$ cat src/rtl/regfile_save_restore_pkg.sv
// regfile_save_restore_pkg: shared state encoding and mode constants
package regfile_save_restore_pkg;
    typedef enum logic [1:0] {
        IDLE    = 2'd0,
        SAVE    = 2'd1,
        RESTORE = 2'd2,
        DONE    = 2'd3
    } state_t;
    localparam logic MODE_SAVE    = 1'b0;
    localparam logic MODE_RESTORE = 1'b1;
    function automatic state_t start_state(input logic mode);
        return (mode == MODE_SAVE) ? SAVE : (mode == MODE_RESTORE) ? RESTORE : IDLE;
    endfunction
endpackage

$ cat src/rtl/regfile_ptr_counter.sv
// regfile_ptr_counter: register address pointer that loads FIRSTREG and stops at LASTREG
module regfile_ptr_counter #(
    parameter int ADDRBITS = 5,
    parameter int FIRSTREG = 1,
    parameter int LASTREG  = 31
) (
    input  logic                Clk,
    input  logic                Reset,
    input  logic                i_load,
    input  logic                i_inc,
    output logic [ADDRBITS-1:0] o_ptr,
    output logic                o_last
);
    localparam logic [ADDRBITS-1:0] FIRST = ADDRBITS'(FIRSTREG);
    localparam logic [ADDRBITS-1:0] LAST  = ADDRBITS'(LASTREG);
    logic [ADDRBITS-1:0] r_ptr;
    // pointer reloads at transfer start and advances once per accepted word, never past LAST
    always_ff @(posedge Clk) begin
        if (Reset || i_load) r_ptr <= FIRST;
        else if (i_inc && !o_last) r_ptr <= r_ptr + 1'b1;
    end
    assign o_ptr  = r_ptr;
    assign o_last = (r_ptr == LAST);
endmodule

$ cat src/rtl/regfile_save_restore.sv
// regfile_save_restore: streams registers FIRSTREG..LASTREG out of or into the register file
module regfile_save_restore
    import regfile_save_restore_pkg::*;
#(
    parameter int WIDTH    = 32,
    parameter int ADDRBITS = 5,
    parameter int FIRSTREG = 1,
    parameter int LASTREG  = 31
) (
    input  logic                Clk,
    input  logic                Reset,
    input  logic                Start,
    input  logic                Mode,
    output logic                Busy,
    output logic                Done,
    output logic [ADDRBITS-1:0] ReadRegister,
    input  logic [WIDTH-1:0]    ReadData,
    output logic [ADDRBITS-1:0] WriteRegister,
    output logic [WIDTH-1:0]    WriteData,
    output logic                RegWrite,
    output logic [WIDTH-1:0]    OutData,
    output logic                OutValid,
    input  logic                OutReady,
    input  logic [WIDTH-1:0]    InData,
    input  logic                InValid,
    output logic                InReady
);
    state_t              r_state, w_next;
    logic                w_load, w_hs, w_last;
    logic [ADDRBITS-1:0] w_ptr;

    regfile_ptr_counter #(
        .ADDRBITS(ADDRBITS),
        .FIRSTREG(FIRSTREG),
        .LASTREG (LASTREG)
    ) u_ptr (
        .Clk   (Clk),
        .Reset (Reset),
        .i_load(w_load),
        .i_inc (w_hs),
        .o_ptr (w_ptr),
        .o_last(w_last)
    );

    // state register
    always_ff @(posedge Clk) begin
        if (Reset) r_state <= IDLE;
        else r_state <= w_next;
    end

    // next state and port drive; valid/ready outputs depend only on state so no stream-to-stream comb path
    always_comb begin
        w_load        = (r_state == IDLE) && Start;
        w_hs          = ((r_state == SAVE) && OutReady) || ((r_state == RESTORE) && InValid);
        w_next        = w_load ? start_state(Mode) :
                        (w_hs && w_last) ? DONE :
                        (r_state == DONE) ? IDLE : r_state;
        Busy          = (r_state == SAVE) || (r_state == RESTORE);
        Done          = (r_state == DONE);
        OutValid      = (r_state == SAVE);
        InReady       = (r_state == RESTORE);
        RegWrite      = (r_state == RESTORE) && InValid;
        ReadRegister  = w_ptr;
        WriteRegister = w_ptr;
        OutData       = ReadData;
        WriteData     = InData;
    end
endmodule

$ cat config.mk
export PLATFORM = sky130hd
export DESIGN_NAME = regfile_save_restore
export DESIGN_NICKNAME = d
export VERILOG_FILES = /design/src/rtl/regfile_save_restore_pkg.sv /design/src/rtl/regfile_ptr_counter.sv /design/src/rtl/regfile_save_restore.sv
export SDC_FILE = /design/constraint.sdc
export NUM_CORES = 1
export LEC_CHECK = 0
export BUFFER_PORTS_ARGS = -buffer_cell sky130_fd_sc_hd__buf_2
export CORE_AREA = 2 2 74 48
export DETAILED_ROUTE_END_ITERATION = 16
export DIE_AREA = 0 0 76 50
export GPL_TIMING_DRIVEN = 1
export PLACE_DENSITY = 0.83
export SYNTH_ARGS = -nofsm -noshare
export SYNTH_HDL_FRONTEND = slang
export SYNTH_SLANG_ARGS = --single-unit
export TNS_END_PERCENT = 10
$ cat constraint.sdc
create_clock -name Clk -period 4.45 [get_ports Clk]
set_input_delay 0.89 -clock Clk [delete_from_list [all_inputs] [get_ports Clk]]
set_output_delay 0.89 -clock Clk [all_outputs]
set_load 0.02 [all_outputs]
Yosys cells after proc, flatten, opt, wreduce, memory -nomap -nowiden
Index checks and enable logic that the tools add are counted.
W data, S select, Z words.

cells by class
  eq/ne operators = 4
  muxes and demuxes = 4
  add/subtract/negate cells = 1
  reduce and logical (&&, ||, !) cells = 11

operator list
  operator               number
  $mux W2                4
  $add A5 B1 Y5 const B  1
  $eq A5 B5 Y1 const B   1
  $logic_and A1 B1 Y1    5
  $eq A2 B2 Y1 const B   2
  $logic_or A1 B1 Y1     3
  $reduce_bool A3 Y1     1
  $eq A2 B1 Y1 const B   1
  $logic_not A2 Y1       1
  $logic_not A1 Y1       1

storage, ports and cells
  word-level logic and storage cells = 22
  bits in registers = 7

Longest topological paths before layout
Gate-level depths: netlist of the first run.

  word-level depth = 6
  depth in mapped cells = 6

Modules after synthesis
Synthesis of the first run repeated with hierarchy kept, for this count alone.

second synthesis, totals
  cells, all modules = 110
  area, all modules = 920.9 sq um

by module, submodules not included
  module                times used  area each (sq um)  cells each  sequential area each (sq um)
  regfile_save_restore  1           681.9              87          40.0
  regfile_ptr_counter   1           239.0              23          100.1

Least setup slack after synthesis of the first run
No wires, ideal clock.

  path kind = input to output
  start = input InValid
  end = output RegWrite
  setup slack = 2.454 ns
  stages on the path = 1
  arrival = 1.106 ns
  required time = 3.560 ns
  cell sequence = and2_1

between the ends
  longest elaborated chain between the ends = 1

RTL lines
  element              line                        RTL
  start, declared      regfile_save_restore.sv:25  input logic InValid,
  $logic_and A1 B1 Y1  regfile_save_restore.sv:62  RegWrite = (r_state == RESTORE) && InValid;
  end, declared        regfile_save_restore.sv:20  output logic RegWrite,

No other way between the ends.

Worst setup path in the final report of the first run
Ends and elaborated chain as after synthesis.

==> impl_metrics.sql, run 1 <==
INSERT INTO impl_metrics (metric_group, metric, value, unit) VALUES
('outcome', 'outcome', 'completed', ''),
('timing', 'min_period_over_period', '49.0', '%'),
('floorplanning', 'die_outline_height', '50', 'um'),
('timing', 'finalMaxSlewViolations', '0', ''),
('synthesis', 'synth_area', '928', 'sq um'),
('setup_path', 'critical_path.most_common_cell', 'buf_2', ''),
('setup_path', 'start_kind', 'primary input', ''),
('floorplanning', 'rows', '16', ''),
('place', 'placed_cells', '111', ''),
('place', 'io_buffer_count', '20', ''),
('worst_hold_path', 'hold-path-cell-count', '2', ''),
('floorplanning', 'die_x', '76', 'um'),
('timing', 'report.final.hold_viol_count', '0', ''),
('cts', 'clk_pin_slew', '0.04', 'ns'),
('synthesis', 'synthesis.area_per_instance', '8.07', 'sq um'),
('synthesis', 'postSynth.topFlopCell', 'dfxtp_1', ''),
('route', 'firstDrtPassIters', '6', ''),
('route', 'wl', '1740', 'um'),
('setup_path', 'r2r.worst_path.cells', '6', ''),
('synthesis', 'netlist_top_cells_count', 'buf_4 (69), dfxtp_1 (7), ha_1 (6)', ''),
('final_layout', 'fillerInstances', '355', ''),
('synthesis', 'netlist.area_leader.share', '55.8', '%'),
('worst_hold_path', 'kind_of_path_behind_the_tightest_hold_check', 'reg2reg', ''),
('power_and_ir_drop', 'power_switching_share', '30.2', '%'),
('global_routing', 'number_of_antenna_violations_at_the_first_check_in_global_routing', '0', ''),
('route', 'drt_iter0_markers', '32', ''),
('cts', 'cts_root_buffer', 'clkbuf_8', ''),
('floorplanning', 'core-area', '3100', 'sq um'),
('global_routing', 'grt_remaining_overflow', '0', ''),
('route', 'route.detailed.vias_per_inst', '4.61', ''),
('cts', 'cts.path.max_buffers', '2', ''),
('synthesis', 'syn-num-nets', '191', ''),
('synthesis', 'synthArstFlopShare', '0', '%'),
('synthesis', 'synth.area.top_cells', 'buf_4 (56%), dfxtp_1 (15%), ha_1 (8.1%), a21oi_1 (2.2%), a222oi_1 (2.2%)', ''),
('setup_path', 'critPathCaptureType', 'primary output', ''),
('floorplanning', 'io_pins', '149', ''),
('setup_path', 'reg_to_reg_critical_path_startpoint', 'u_ptr.o_ptr[0]', ''),
('timing', 'max-slew-margin-rel', '62.3', '%'),
('floorplanning', 'fp.dieArea', '3800', 'sq um'),
('final_layout', 'antenna_cells_inserted', '0', ''),
('timing', 'tightestPinTransition', '0.566', 'ns'),
('global_routing', 'largest_net_degree_at_the_start_of_global_routing', '10', ''),
('synthesis', 'synthesis.instances', '115', ''),
('worst_hold_path', 'min_delay_worst_endpoint', 'u_ptr.o_ptr[4]', ''),
('setup_path', 'r2r_end', 'u_ptr.o_ptr[2]', ''),
('synthesis', 'synth_largest_area_cell', 'buf_4', ''),
('cts', 'cts_h_tree_lvls', '1', ''),
('synthesis', 'ys_seq_area_share', '15.1', '%'),
('route', 'postRouteAntennaNets', '0', ''),
('setup_path', 'rrSetupSlack', '2.62', 'ns'),
('setup_path', 'worst-path-max-fanout', '3', ''),
('route', 'route.detailed.wl_per_inst', '15.1', 'um'),
('final_layout', 'multi_input_gate_area', '255', 'sq um'),
('worst_hold_path', 'hp-start', 'u_ptr.o_ptr[4]', ''),
('cts', 'tritoncts.num_buffers', '3', ''),
('timing', 'report.final.setup_viol', '0', ''),
('timing', 'final_period_minus_worst_setup_slack', '2.18', 'ns'),
('timing', 'final.setup.tns', '0', 'ns'),
('power_and_ir_drop', 'p_int', '147', 'uW'),
('synthesis', 'synth.distinct_cells', '22', ''),
('cts', 'post_cts_resize_count', '0', ''),
('synthesis', 'synth-seq-cells', '7', ''),
('final_layout', 'finish.net_count', '147', ''),
('place', 'dp_hpwl', '1380', 'um'),
('power_and_ir_drop', 'power.switching', '63.7', 'uW'),
('final_layout', 'instances_no_fill', '115', ''),
('place', 'gp_congestion', '0.736', ''),
('setup_path', 'cell_by_cell_listing_of_the_critical_path', 'buf_2 -> and2_1 -> buf_2', ''),
('floorplanning', 'initial_core_utilization', '29.9', '%'),
('route', 'via_total_after_detailed_routing', '530', ''),
('final_layout', 'layout_cell_share_with_drive_strength_beyond_1', '32.9', '%');
==> metrics by stage <==
step                hold slack, ns  area (sq um)  total power (uW)  utilization (%)  setup slack, ns
floorplan                    0.578           928               191                -             2.45
global placement             0.505           567               120             18.3             2.27
detailed placement           0.512           567               121             18.3             2.27
CTS                          0.517           612               213             19.7             2.27
global route                 0.552           612               223             19.7             2.26
finish                       0.511           612               211             19.7             2.27
==> how the worst max path moves through the flow <==
stage,startpoint,end,depth (start not counted)
detailed placement,InValid,RegWrite,3
floorplan,InValid,RegWrite,1
global placement,InValid,RegWrite,3
global route,InValid,RegWrite,3
finish,InValid,RegWrite,3
CTS,InValid,RegWrite,3
==> tightest hold or removal path, stage by stage (launching register included) <==
cell and delay (ns):
dfxtp_1 0.32, o21ai_0 0.08, a21oi_1 0.06
==> cells by family (layout without fill, tap and decap cells) <==
family / after synthesis / count (layout) / share of synthesized area [%]
AO/OA/AOI/OAI: 15 / 15 / 10.8
flip-flops: 7 / 7 / 15.1
buffers and inverters: 73 / 28 / 57.4
AND/OR/NAND/NOR: 14 / 14 / 8.63
adder cells (fa/ha/maj): 6 / 6 / 8.09
==> placed cells by master (no fill, tap or decap) <==
cell type | netlist | routed
a311oi_1 | 1 | 1
or4_1 | 1 | 1
nand2_1 | 2 | 2
a22oi_1 | 1 | 1
or3_1 | 2 | 2
and2_1 | 1 | 1
dfxtp_1 | 7 | 7
nor3_1 | 1 | 1
and3_1 | 1 | 1
nand3_1 | 3 | 3
inv_1 | 4 | 4
clkbuf_1 | 0 | 1
or2b_1 | 1 | 1
o21ai_0 | 4 | 4
a22o_1 | 1 | 1
a21oi_1 | 4 | 4
a222oi_1 | 2 | 2
ha_1 | 6 | 6
nand4b_1 | 1 | 1
nor2_1 | 1 | 1
a21o_1 | 1 | 1
clkbuf_8 | 0 | 3
o211ai_1 | 1 | 1
buf_2 | 0 | 20
==> power groups by stage <==
stage | sequential [uW] | combinational (uW) | clock [uW]
5_1_grt | 71.9 | 53.9 | 97.6
2_1_floorplan | 73.1 | 118 | 0
6_report | 71.2 | 48.2 | 91.4
3_5_place_dp | 72.3 | 48.7 | 0
3_3_place_gp | 72.1 | 48.1 | 0
4_1_cts | 71.2 | 49.1 | 92.9
==> layout make-up <==
cell class	count	share of cell area (%)
multi-input cells	35	41.7
flip-flops and latches	7	22.9
repair buffers	20	16.4
well taps	45	9.20
clock buffers	4	7.36
inverters	4	2.45
==> layer usage <==
layer  part of all wire, %  up-vias  track usage [%]
met5                     0        -             5.71
met4                   1.1        0             3.33
met3                    25        8             13.4
met2                    33       64             9.08
met1                    41      230             9.77
li1                      -      228                -
==> sequential cells by signal, summed over array words and instances (netlist names) <==
signal	flops
r_state	2
u_ptr.o_ptr	5
Power figures use the tool's default switching activity.
==> run 2: changes to the inputs <==
--- a/config.mk
+++ b/config.mk
@@ -6,11 +6,11 @@
 export NUM_CORES = 1
 export LEC_CHECK = 0
 export BUFFER_PORTS_ARGS = -buffer_cell sky130_fd_sc_hd__buf_2
-export CORE_AREA = 2 2 74 48
+export CORE_AREA = 2 2 81 52
 export DETAILED_ROUTE_END_ITERATION = 16
-export DIE_AREA = 0 0 76 50
+export DIE_AREA = 0 0 83 54
 export GPL_TIMING_DRIVEN = 1
-export PLACE_DENSITY = 0.83
+export PLACE_DENSITY = 0.73
 export SYNTH_ARGS = -nofsm -noshare
 export SYNTH_HDL_FRONTEND = slang
 export SYNTH_SLANG_ARGS = --single-unit
==> constraint.sdc (replaced) <==
create_clock -name Clk -period 1.85 [get_ports Clk]
set_input_delay 0.37 -clock Clk [delete_from_list [all_inputs] [get_ports Clk]]
set_output_delay 0.37 -clock Clk [all_outputs]
set_load 0.02 [all_outputs]
==> impl_metrics.sql, run 2 (synthesis results as in run 1) <==
INSERT INTO impl_metrics (metric_group, metric, value, unit) VALUES
('outcome', 'outcome', 'completed', ''),
('final_layout', 'largest_register_ffs', '5', ''),
('floorplanning', 'die_x', '83', 'um'),
('final_layout', 'layout_cell_share_with_drive_strength_beyond_1', '36.1', '%'),
('setup_path', 'path_class', 'reg2reg', ''),
('cts', 'tritoncts.num_buffers', '3', ''),
('cts', 'clk_pin_slew', '0.04', 'ns'),
('setup_path', 'critical_path.most_common_cell', 'ha_1', ''),
('final_layout', 'total_non_filler_cell_area_in_the_finished_layout', '634', 'sq um'),
('power_and_ir_drop', 'power.static_leakage', '0.000294', 'uW'),
('final_layout', 'antenna_cells_inserted', '0', ''),
('global_routing', 'number_of_antenna_violations_at_the_first_check_in_global_routing', '0', ''),
('setup_path', 'critical-path-max-stage-delay', '0.39', 'ns'),
('setup_path', 'start_kind', 'flip-flop', ''),
('cts', 'cts.path.max_buffers', '2', ''),
('final_layout', 'fillerInstances', '442', ''),
('timing', 'max-slew-margin-rel', '82.6', '%'),
('timing', 'finalMaxSlewViolations', '0', ''),
('route', 'wl', '1480', 'um'),
('timing', 'report.final.setup_viol', '0', ''),
('final_layout', 'final_core_utilization', '16.5', '%'),
('setup_path', 'cell_by_cell_listing_of_the_critical_path', 'ha_1 -> and3_1 -> ha_1 -> or2b_1 -> or4_1 -> nand2_1', ''),
('route', 'via_total_after_detailed_routing', '534', ''),
('final_layout', 'mostFrequentLayoutCell', 'buf_2', ''),
('place', 'gp_congestion', '0.794', ''),
('global_routing', 'first_global_vias', '465', ''),
('route', 'route.detailed.vias_per_inst', '4.38', ''),
('place', 'post-place-ws', '0.167', 'ns'),
('timing', 'grt_setup_unrepaired', 'false', ''),
('route', 'drt_iter0_markers', '19', ''),
('setup_path', 'critPathCaptureType', 'flip-flop', ''),
('cts', 'cts_root_buffer', 'clkbuf_8', ''),
('timing', 'postLayoutSetupSlackWorst', '0.157', 'ns'),
('timing', 'timing.clock.skew', '0.00562', 'ns'),
('worst_hold_path', 'kind_of_path_behind_the_tightest_hold_check', 'in2reg', ''),
('route', 'firstDrtPassIters', '5', ''),
('route', 'postRouteAntennaNets', '0', ''),
('final_layout', 'finish.net_count', '149', ''),
('floorplanning', 'core-area', '3850', 'sq um'),
('global_routing', 'groute.layer.met3.usage', '7.67', '%'),
('route', 'route.detailed.wl_per_inst', '12.1', 'um'),
('timing', 'report.final.hold_viol_count', '0', ''),
('floorplanning', 'io_pins', '149', ''),
('final_layout', 'flow.area_growth_from_synthesis', '-31.7', '%'),
('route', 'route.detailed.drc', '0', ''),
('setup_path', 'worst-path-max-fanout', '6', ''),
('global_routing', 'grt_util_all_layers', '6.58', '%'),
('global_routing', 'grt_pass1_wl', '2220', 'um'),
('power_and_ir_drop', 'vdd_drop_max', '0.000257', 'V'),
('cts', 'cts_hold_buffers', '0', ''),
('power_and_ir_drop', 'power.density_cell_area', '795', 'nW/um^2'),
('cts', 'clock_insertion_delay_worst_skew', '0.23', 'ns'),
('flow_run', 'max_cap_violations', '0', ''),
('floorplanning', 'die_outline_height', '54', 'um'),
('floorplanning', 'rows', '18', ''),
('final_layout', 'final_cell_mix', 'buf_2 (20), dfxtp_1 (7), ha_1 (6)', ''),
('cts', 'numClockSinks', '7', ''),
('floorplanning', 'fp.dieArea', '4480', 'sq um'),
('global_routing', 'grt_remaining_overflow', '0', ''),
('setup_path', 'cp_slowest_cell', 'or4_1', ''),
('setup_path', 'worst_ep_required_time', '2.02', 'ns'),
('cts', 'post_cts_resize_count', '0', ''),
('floorplanning', 'initial_core_utilization', '24.1', '%'),
('global_routing', 'globalRouteMet1Util', '6.55', '%'),
('global_routing', 'grt_busiest_layer', 'met3', ''),
('timing', 'final.setup.tns', '0', 'ns'),
('global_routing', 'largest_net_degree_at_the_start_of_global_routing', '9', ''),
('timing', 'min_period_over_period', '91.5', '%'),
('timing', 'tightestPinTransition', '0.261', 'ns'),
('cts', 'cts_tree', 'built', ''),
('place', 'standard_cell_area_after_detailed_placement', '588', 'sq um'),
('cts', 'cts_setup_buffers', '0', ''),
('global_routing', 'global_route.usage.met2', '7.26', '%'),
('cts', 'cts_h_tree_lvls', '1', ''),
('setup_path', 'worstPathArrival', '1.86', 'ns'),
('timing', 'final_period_minus_worst_setup_slack', '1.69', 'ns'),
('place', 'io_buffer_count', '20', ''),
('timing', 'maxClockFrequency', '591', 'MHz');
==> run 2: cell types whose count changed in the layout (fill, tap and decap cells not counted), sizes merged <==
| cell | change |
|---|---|
| buf | +2 |
| clkbuf | -1 |
| clkinv | +1 |
==> run 2: final timing paths <==
| kind | startpoint | end | slack [ns] | depth (start not counted) |
|---|---|---|---|---|
| hold / removal | Reset | r_state[0] | 0.36 | 2 |
| setup / recovery | u_ptr.o_ptr[0] | u_ptr.o_ptr[2] | 0.16 | 6 |
| setup reg to reg | u_ptr.o_ptr[0] | u_ptr.o_ptr[2] | 0.16 | 6 |
| hold reg to reg | u_ptr.o_ptr[3] | u_ptr.o_ptr[3] | 0.53 | 2 |
==> run 2: stage by stage <==
step,power [uW],hold WS (ns),std cells
detailed placement,294,0.516,118
global route,541,0.361,122
floorplan,459,0.448,115
finish,505,0.356,122
global placement,293,0.501,118
CTS,517,0.343,122
==> run 2: layout make-up <==
| cell class | instances | area, sq um | area share [%] |
|---|---|---|---|
| clock buffers | 3 | 41.3 | 6.51 |
| clock inverters | 1 | 5.00 | 0.789 |
| inverters | 4 | 15.0 | 2.37 |
| multi-input cells | 35 | 255 | 40.2 |
| flip-flops and latches | 7 | 140 | 22.1 |
| well taps | 50 | 62.6 | 9.86 |
| repair buffers | 22 | 115 | 18.1 |
==> run 2: power by group <==
| part | switching [uW] | internal (uW) | leakage (uW) | total [uW] |
|---|---|---|---|---|
| Combinational | 71.8 | 46.9 | 0.000211 | 119 |
| Clock | 69.1 | 146 | 0.0000255 | 215 |
| Sequential | 10.4 | 160 | 0.0000570 | 171 |
==> run 2: per-layer routing <==
| metal | share of wire (%) | vias to the layer above | routed length [um] |
|---|---|---|---|
| li1 | - | 229 | - |
| met1 | 38 | 236 | 558 |
| met2 | 39 | 59 | 577 |
| met3 | 22 | 10 | 319 |
| met4 | 1.6 | 0 | 24 |
| met5 | 0 | - | 0 |
==> run 2: worst max-delay path: cells and delay by family, from the launching register on <==
kind / cells / cell delay (ns)
adder cells (fa/ha/maj): 2 / 0.41
AND/OR/NAND/NOR: 4 / 0.87
flip-flops: 1 / 0.34
